<file path="src/rtl/rv32_fetch_pkg.sv">
// rtl/rv32_fetch_pkg.sv - shared widths, constants and state encoding for the fetch stage
//
// Purpose: common definitions imported by fetch_unit.
// Contents: XLEN / ILEN widths, PC_STEP sequential increment, fetch_state_e FSM encoding.
package rv32_fetch_pkg;

    localparam int XLEN    = 32;
    localparam int ILEN    = 32;
    localparam int PC_STEP = 4;

    // ISSUE: a request is (or may be) presented to instruction memory.
    // WAIT : exactly one request is outstanding, awaiting its response.
    typedef enum logic {
        ISSUE = 1'b0,
        WAIT  = 1'b1
    } fetch_state_e;

endpackage

</file>
<file path="src/rtl/adder.sv">
// rtl/adder.sv - plain modular adder used for the sequential PC increment
//
// Purpose: sum = a + b, truncated to operand_width (wraps modulo 2^operand_width).
// Ports:
//   a   in  operand_width : first operand
//   b   in  operand_width : second operand
//   sum out operand_width : a + b
module adder #(
    parameter int operand_width = 32
) (
    input  logic [operand_width-1:0] a,
    input  logic [operand_width-1:0] b,
    output logic [operand_width-1:0] sum
);

    assign sum = a + b;

endmodule

</file>
<file path="src/rtl/fetch_unit.sv">
// rtl/fetch_unit.sv - RV32 instruction fetch stage with one-entry decode buffer
//
// Purpose: holds the architectural PC, issues one word fetch at a time over a
// valid/ready request channel and hands fetched instructions to decode through
// a one-entry buffer. Redirects squash in-flight and buffered instructions.
// Ports:
//   clk, rst                       : clock, synchronous active-high reset
//   redirect_valid, redirect_pc    : taken branch/jump and its target
//   imem_req_valid/addr/ready      : fetch request channel (addr = PC)
//   imem_resp_valid/data           : response for the single outstanding request
//   id_valid/pc/instr              : buffered instruction presented to decode
//   id_ready                       : decode consumes on id_valid && id_ready
module fetch_unit
    import rv32_fetch_pkg::*;
#(
    parameter int               XLEN     = 32,
    parameter logic [XLEN-1:0]  RESET_PC = '0
) (
    input  logic             clk,
    input  logic             rst,
    input  logic             redirect_valid,
    input  logic [XLEN-1:0]  redirect_pc,
    output logic             imem_req_valid,
    output logic [XLEN-1:0]  imem_req_addr,
    input  logic             imem_req_ready,
    input  logic             imem_resp_valid,
    input  logic [ILEN-1:0]  imem_resp_data,
    output logic             id_valid,
    output logic [XLEN-1:0]  id_pc,
    output logic [ILEN-1:0]  id_instr,
    input  logic             id_ready
);

    localparam logic [XLEN-1:0] ALIGN_MASK = {{(XLEN-2){1'b1}}, 2'b00};

    fetch_state_e     state;
    fetch_state_e     state_next;
    logic [XLEN-1:0]  pc;
    logic [XLEN-1:0]  pc_plus_step;
    logic [XLEN-1:0]  req_pc;
    logic             drop;

    logic             buf_free;
    logic             accept;
    logic             consume;
    logic             resp_load;

    adder #(
        .operand_width (XLEN)
    ) u_pc_adder (
        .a   (pc),
        .b   (XLEN'(PC_STEP)),
        .sum (pc_plus_step)
    );

    // The buffer can take a new instruction if it is empty or is being
    // drained this cycle; requesting earlier could leave a response nowhere
    // to land.
    assign consume        = id_valid && id_ready;
    assign buf_free       = !id_valid || id_ready;
    assign imem_req_valid = !rst && (state == ISSUE) && buf_free;
    assign imem_req_addr  = pc;
    assign accept         = imem_req_valid && imem_req_ready;

    // A response is written to the buffer only if it belongs to the current
    // instruction stream: not flagged for dropping and not squashed by a
    // redirect arriving in the same cycle.
    assign resp_load = (state == WAIT) && imem_resp_valid && !drop && !redirect_valid;

    always_ff @(posedge clk) begin
        if (rst) begin
            state <= ISSUE;
        end else begin
            state <= state_next;
        end
    end

    // Redirects never alter the state sequence; they only redirect pc and
    // mark the outstanding response for dropping.
    always_comb begin
        state_next = state;
        case (state)
            ISSUE: if (accept)          state_next = WAIT;
            WAIT:  if (imem_resp_valid) state_next = ISSUE;
            default:                    state_next = ISSUE;
        endcase
    end

    always_ff @(posedge clk) begin
        if (rst) begin
            pc       <= RESET_PC;
            req_pc   <= '0;
            drop     <= 1'b0;
            id_valid <= 1'b0;
            id_pc    <= '0;
            id_instr <= '0;
        end else begin
            if (accept) begin
                req_pc <= pc;
            end

            if (redirect_valid) begin
                pc <= redirect_pc & ALIGN_MASK;
            end else if (accept) begin
                pc <= pc_plus_step;
            end

            // drop marks the single outstanding response as stale.
            if (state == ISSUE) begin
                if (accept && redirect_valid) begin
                    drop <= 1'b1;
                end
            end else begin
                if (imem_resp_valid) begin
                    drop <= 1'b0;
                end else if (redirect_valid) begin
                    drop <= 1'b1;
                end
            end

            if (redirect_valid) begin
                id_valid <= 1'b0;
            end else if (resp_load) begin
                id_valid <= 1'b1;
            end else if (consume) begin
                id_valid <= 1'b0;
            end

            if (resp_load) begin
                id_pc    <= req_pc;
                id_instr <= imem_resp_data;
            end
        end
    end

endmodule

</file>
<file path="config.mk">
export PLATFORM = sky130hd
export DESIGN_NAME = fetch_unit
export DESIGN_NICKNAME = d
export VERILOG_FILES = /design/src/rtl/rv32_fetch_pkg.sv /design/src/rtl/adder.sv /design/src/rtl/fetch_unit.sv
export SDC_FILE = /design/constraint.sdc
export NUM_CORES = 1
export LEC_CHECK = 0
export CORE_UTILIZATION = 44
export DETAILED_ROUTE_END_ITERATION = 12
export PLACE_DENSITY = 0.81
export SETUP_SLACK_MARGIN = 0.2
export SYNTH_ARGS = -nofsm -noshare
export SYNTH_HDL_FRONTEND = slang
export SYNTH_SLANG_ARGS = --single-unit
</file>
<file path="constraint.sdc">
create_clock -name clk -period 1.9 [get_ports clk]
set_input_delay 0.285 -clock clk [delete_from_list [all_inputs] [get_ports clk]]
set_output_delay 0.285 -clock clk [all_outputs]
set_load 0.005 [all_outputs]
</file>
Yosys cells after proc, flatten, opt, wreduce, memory -nomap -nowiden
Index checks and enable logic that the tools add are counted.
{"block": "word_totals", "word_cells": 40, "ff_bits": 131, "in_bits": 70}
{"block": "op_classes", "bitwise_logic": 1, "n_reduce_logical": 18, "n_mux": 11, "addsub": 1, "eq_ne": 1}
{"operator": "two-way mux 32 bit", "count": 2}
{"operator": "adder 32 x 3 -> 32 bit, second input constant", "count": 1}
{"operator": "logical AND 1 bit", "count": 8}
{"operator": "two-way mux 1 bit", "count": 8}
{"operator": "nonzero test 2 bit", "count": 3}
{"operator": "zero test 1 bit", "count": 4}
{"operator": "inequality test 3 bit, second input constant", "count": 1}
{"operator": "one-hot mux 1 bit (2 select lines)", "count": 1}
{"operator": "AND reduction 2 bit", "count": 1}
{"operator": "OR reduction 2 bit", "count": 1}
{"operator": "logical OR 1 bit", "count": 1}
{"operator": "inverter 1 bit", "count": 1}

Logic depth before layout (Yosys ltp)
Gate-level depths: netlist (run 1).
{"block": "depth", "depth_word": 7, "depth_mapped": 7, "ltp_nobuf": 6}

By module
From an unflattened synthesis (run 1), not the netlist that was laid out.
{"block": "hier_totals", "hier_cells": 881, "area_unflattened_um2": 7254.5}
{"mod": "fetch_unit", "cells_each": 640, "area_each_um2": 5510.3, "instances": 1}
{"mod": "adder", "cells_each": 241, "area_each_um2": 1744.2, "instances": 1}

Least setup slack after synthesis (run 1)
No wires, ideal clock.
{"block": "synth_path", "path_kind": "reg2reg", "start": "register pc[2], in the netlist imem_req_addr[2]", "end": "register pc[28], in the netlist imem_req_addr[28]", "arrival_time_ns": 1.648, "required_ns": 1.763, "path_slack_ns": 0.115, "stages_incl_launch_ff": 8, "setup_time_ns": 0.137, "cell_sequence": "dfxtp_1 > ha_1 > and3_1 > nand4_1 > buf_2 > nor4b_4 > xnor2_1 > a211oi_2"}
{"block": "synth_between", "elab_chain_cells": 3}
{"element": "start, declared", "line_no": "fetch_unit.sv:38", "source": "logic [XLEN-1:0] pc;"}
{"element": "start signal, assigned", "line_no": "fetch_unit.sv:103", "source": "pc <= redirect_pc & ALIGN_MASK;"}
{"element": "start signal, assigned", "line_no": "fetch_unit.sv:105", "source": "pc <= pc_plus_step;"}
{"element": "adder 32 x 3 -> 32 bit", "line_no": "adder.sv:16", "source": "assign sum = a + b;"}
{"element": "two-way mux 32 bit", "line_no": "fetch_unit.sv:104", "source": "end else if (accept) begin"}
{"element": "two-way mux 32 bit", "line_no": "fetch_unit.sv:102", "source": "if (redirect_valid) begin"}
Every way passes these cells. The select of a mux whose other input is x is not followed.
A chain may end at the register's enable or synchronous reset.

Worst setup path after layout (run 1)
{"block": "layout_path", "start": "register pc[3], in the netlist imem_req_addr[3]", "end": "register pc[19], in the netlist imem_req_addr[19]"}
Same word-level chain as after synthesis.

==> impl_metrics.ini, run 1 <==
[run_status]
run_status = finished clean

[floorplanning]
die_x_um = 110
initial_core_util = 0.450
core_um2 = 11400
fp-row-count = 39
die_height_um = 110
die_area_um2 = 12100
floorplan.io_pins = 168

[power_and_ir_drop]
vdd_drop_max_v = 0.000652
switchingPower_w = 0.00155
power.density_nw_per_um2 = 866
p_clk_frac = 0.504
internal-power_w = 0.00540
p_comb_frac = 0.097
swShare = 0.223
leakage_nw = 3.02
p_seq_frac = 0.399

[global_routing]
grt_max_degree = 80
grt_overflow = 0
grt_pass1_vias = 4908
grt_pass1_wl_um = 24100
antenna_found_initial = 0
gr-usage-all-layers = 0.259

[yosys]
yosys_warnings = 0
synthFlopType = dfxtp_1
synth_edf_count = 0
syn_avg_cell_area_um2 = 8.12
syn_area_um2 = 5140
yosysSeqAreaShare = 0.487
synthDistinctLibCells = 47
syn_inst = 633
synth_async_sr_flop_share = 0
ys_seq_elements = 125

[sta]
worst_slew_pin_slew_ns = 0.814
period_needed_ns = 1.75
setup_violations = 0
rsz0062_at_grt = true
slew_viol_final = 0
fmax_mhz = 573
slew_headroom = 0.457
skew_ns = 0.00876
fin_crit_sh = 0.918
fin_ws_ns = 0.155
final-hold-violation-count = 0
hold_slack_ns = 0.420
setup_tns_ns = 0

[clocking]
cts_tree = built
clkLatencyLatePin_ns = 0.41
cts_hold_buf = 0
h-tree-depth = 4
clkSlewWorstSetupHoldPaths_ns = 0.06
cts_buffers = 17
numClockSinks = 125
clockRootBuffer = clkbuf_16
clockBufferDepth = 2

[drt]
wl_um = 15700
num_vias = 5243
drtPass1Iterations = 5
wl_per_cell_um = 16.1
postRouteAntennaNets = 0
drt_iter0_markers = 309
via_per_inst = 5.36
route.detailed.drc = 0

[critical_path]
reg2reg_depth = 6
r2r-end = imem_req_addr[19]
crit_required_ns = 2.21
crit_arrival_ns = 2.05
regToRegStartpoint = imem_req_addr[3]
cp_max_fo = 7
worstSetupEndpointType = flip-flop
start_kind = flip-flop
criticalPathCategory = reg -> reg
reg2reg_slack_ns = 0.15

[final_layout]
nets = 894
diodes = 0
area_growth_syn_to_layout_pct = 56.1
layout-drive-gt1-share = 0.176
finish.instance_area_um2 = 8030
fin_cells = 979

[placed_design]
gp_congestion = 0.795
place_inst = 934
place_area_um2 = 7080
dp_hpwl_um = 10100
place_ws_ns = -0.168
port_buffers = 161

[hold_path]
min_path_type = in -> reg
whs_endpoint = id_instr[10]
min_from = imem_resp_data[10]
min_path_cells = 3

[flow_run]
cap_violations = 0
## cells by family after synthesis
group	synth area share
XOR/XNOR	0.0392
adder cells (fa/ha/maj)	0.00243
AND/OR/NAND/NOR	0.272
multiplexers	0.00389
AO/OA/AOI/OAI	0.147
other	0.000729
buffers and inverters	0.0484
flip-flops	0.487
## cell usage in the layout, fill, tap and decap left out, drive strengths merged, types with 10 or more instances in the layout
| cell | n |
|---|---|
| clkbuf | 22 |
| buf | 57 |
| a211oi | 20 |
| nand2 | 198 |
| dlymetal6s2s | 10 |
| clkdlybuf4s50 | 145 |
| xnor2 | 22 |
| a21oi | 99 |
| nor2 | 26 |
| nand3 | 11 |
| dfxtp | 125 |
| nor3 | 18 |
| nand4 | 11 |
## state kept, by name (all words and copies together) (netlist names)
| register | count |
|---|---|
| id_valid | 1 |
| state | 1 |
| imem_req_addr | 30 |
| id_instr | 32 |
| req_pc | 30 |
| id_pc | 30 |
| drop | 1 |
## worst max-delay path, stage by stage (launching register included)
cell and delay, ns:
dfxtp_2 0.35, buf_4 0.16, and4_4 0.26, nand4_4 0.18, nor3_1 0.28, xnor2_1 0.12, a211oi_1 0.29
## power by group through the flow
stage               Combinational, W  Clock, W  Sequential, W
floorplan                   0.000236         0        0.00283
detailed placement          0.000638         0        0.00282
finish                      0.000674   0.00350        0.00278
CTS                         0.000650   0.00353        0.00277
global route                0.000725   0.00366        0.00278
global placement            0.000622         0        0.00282
## how the worst max path moves through the flow
stage | from | endpoint | slack (ns) | cells after the start
floorplan | imem_req_addr[2] | imem_req_addr[28] | 0.21 | 7
finish | imem_req_addr[3] | imem_req_addr[19] | 0.15 | 6
detailed placement | id_ready | imem_req_addr[13] | -0.17 | 7
CTS | imem_req_addr[3] | imem_req_addr[27] | 0.14 | 6
global placement | id_ready | imem_req_addr[28] | -0.15 | 7
global route | imem_req_addr[2] | imem_req_addr[16] | 0.05 | 7
## area by class of cell
type	instances	area [um^2]
Sequential cell	125	2530
Inverter	7	26.3
Timing Repair Buffer	217	2110
Clock buffer	22	484
Fill cell	877	3390
Tap cell	143	179
Multi-Input combinational cell	455	2540
Clock inverter	10	160
## metrics by stage
step	util	total power [W]
2_1_floorplan	-	0.00307
3_3_place_gp	0.620	0.00344
5_1_grt	0.703	0.00717
3_5_place_dp	0.620	0.00346
6_report	0.703	0.00695
4_1_cts	0.686	0.00695
## layer usage
metal  wire length (um)  vias to the layer above  track usage  part of all wire
li1                   -                     2520            -                 -
met1               6500                     2465        0.319              0.41
met2               7770                      221        0.415              0.49
met3               1080                       37       0.0823             0.069
met4                377                        0        0.110             0.024
met5                  0                        -            0                 0
## cell usage after synthesis (6+ instances only)
library cell	count	area share
dfxtp_1	125	0.49
a211oi_1	18	0.026
nor3_1	9	0.0088
nand3_1	10	0.0097
nand2_1	196	0.14
nor3_2	9	0.018
xnor2_1	22	0.037
clkbuf_1	37	0.027
a21oi_1	99	0.096
inv_1	6	0.0044
nand4_1	8	0.0097
nor2_1	25	0.018
## repair_timing
| action | 4_1_cts | 5_1_grt |
|---|---|---|
| cloned | 2 | 0 |
| endpoints found under the setup margin | 25 | 39 |
| pin swaps | 4 | 13 |
| setup buffers | 4 | 7 |
| gates resized for setup | 27 | 38 |
Power figures use the tool's default switching activity.
==> run 2, diff against run 1 <==
--- a/config.mk
+++ b/config.mk
@@ -5,8 +5,10 @@
 export SDC_FILE = /design/constraint.sdc
 export NUM_CORES = 1
 export LEC_CHECK = 0
+export ABC_AREA = 0
 export CORE_UTILIZATION = 44
 export DETAILED_ROUTE_END_ITERATION = 12
+export MAX_ROUTING_LAYER = met4
 export PLACE_DENSITY = 0.81
 export SETUP_SLACK_MARGIN = 0.2
 export SYNTH_ARGS = -nofsm -noshare
==> run 2 against run 1 <==
Final cell count grew 0.61%. Die area stayed put. Combinational power hardly changed. Register-to-register slack worse by 0.02 ns. Hold slack lost 0.010 ns. Wire length increased by 2.4%. Sequential share of layout area fell by 0.11 points. Via count increased by 1.7%. Critical path type unchanged. Critical endpoint is now imem_req_addr[22]. Largest cell class is now flip-flops and latches. Largest power group unchanged.
==> impl_metrics.ini, run 2 (synthesis results as in run 1) <==
[drt]
wl_um = 16100
wl_per_cell_um = 16.4
route.detailed.drc = 0
via_per_inst = 5.42
postRouteAntennaNets = 0
drtPass1Iterations = 5
num_vias = 5334
drt_iter0_markers = 329

[floorplanning]
die_area_um2 = 12100
die_height_um = 110
fp-row-count = 39
die_x_um = 110
floorplan.io_pins = 168
initial_core_util = 0.450
core_um2 = 11400

[critical_path]
start_kind = flip-flop
crit_required_ns = 2.23
crit_arrival_ns = 2.10
worstSetupEndpointType = flip-flop
cp_max_fo = 5
criticalPathCategory = reg -> reg

[final_layout]
area_growth_syn_to_layout_pct = 56.8
diodes = 0
fin_util = 0.706
layout_common_cells = nand2_1 (196), clkdlybuf4s50_1 (145), dfxtp_1 (108), a21oi_1 (99), buf_4 (50)
layout_commonest_cell = nand2_1
largest_reg_flops = 32
largest-register = id_instr
layout-drive-gt1-share = 0.178
nets = 900
finish.instance_area_um2 = 8060

[placed_design]
gp_congestion = 0.806
dp_hpwl_um = 10100
port_buffers = 161
place_area_um2 = 7080

[sta]
worst_slew_pin_slew_ns = 0.805
period_needed_ns = 1.77
setup_violations = 0
slew_headroom = 0.463
final-hold-violation-count = 0
fmax_mhz = 565
slew_viol_final = 0
fin_crit_sh = 0.931
rsz0062_at_grt = true
skew_ns = 0.0145

[global_routing]
grt_overflow = 0
gr-usage-all-layers = 0.266
grt_pass1_wl_um = 24100
grt_pass1_vias = 4894
antenna_found_initial = 0
grt_max_degree = 80

[clocking]
clkSlewWorstSetupHoldPaths_ns = 0.06
cts_tree = built
numClockSinks = 125
clkLatencyLatePin_ns = 0.42
cts_hold_buf = 0
h-tree-depth = 4
clockRootBuffer = clkbuf_16
cts_buffers = 17
clockBufferDepth = 2

[power_and_ir_drop]
leakage_nw = 3.00
vdd_drop_max_v = 0.000652
power.density_nw_per_um2 = 864

[run_status]
run_status = finished clean

[flow_run]
cap_violations = 0

[hold_path]
min_path_type = in -> reg
==> run 2: cell count changes in the layout (fill, tap and decap cells not counted), sizes merged <==
cell  previous run  this run
buf             57        63
==> run 2: through the flow <==
stage / hold slack (ns) / setup TNS, ns / std cells / setup WS [ns] / total power [W]
floorplan: 0.401 / 0 / 636 / 0.206 / 0.00307
global placement: 0.440 / -1.75 / 934 / -0.149 / 0.00344
detailed placement: 0.444 / -2.74 / 934 / -0.168 / 0.00346
CTS: 0.406 / 0 / 972 / 0.138 / 0.00695
global route: 0.412 / -0.0246 / 985 / -0.0246 / 0.00717
finish: 0.409 / 0 / 985 / 0.131 / 0.00696
==> run 2: critical path, stage by stage (launching register included) <==
cell and delay (ns):
dfxtp_4 0.37, ha_4 0.14, and3_4 0.17, nand4_1 0.17
buf_4 0.23, nor3_2 0.26, xnor2_1 0.10, a211oi_1 0.24
==> run 2: layer usage <==
metal / GRT usage / wire [um]
met1: 0.326 / 6630
met2: 0.415 / 7960
met3: 0.0705 / 1110
met4: 0.110 / 405
met5: - / 0
==> run 2: report_power, final <==
| part | leakage (nW) | internal (W) | switching (W) |
|---|---|---|---|
| clock | 0.316 | 0.00233 | 0.00118 |
| sequential | 1.02 | 0.00270 | 0.0000738 |
| combinational | 1.66 | 0.000365 | 0.000309 |
==> run 2: what timing repair did <==
item	4_1_cts	5_1_grt
gates cloned	2	0
gates resized for setup	27	36
pin swaps	4	17
buffers inserted	4	13
setup endpoints to repair	25	39
==> run 2: cell type report <==
class | count | area [um^2]
Sequential cell | 125 | 2530
Clock buffer | 22 | 484
Fill cell | 873 | 3360
Timing Repair Buffer | 223 | 2170
Clock inverter | 10 | 160
Multi-Input combinational cell | 455 | 2510
Inverter | 7 | 26.3
Tap cell | 143 | 179
==> run 2: worst paths after layout <==
path                                         start                end  slack [ns]  cells past startpoint
worst max-delay path              imem_req_addr[3]  imem_req_addr[22]        0.13                      7
worst max register to register    imem_req_addr[3]  imem_req_addr[22]        0.13                      7
worst min register to register          req_pc[12]          id_pc[12]        0.44                      2
worst min-delay path            imem_resp_data[10]       id_instr[10]        0.41                      3
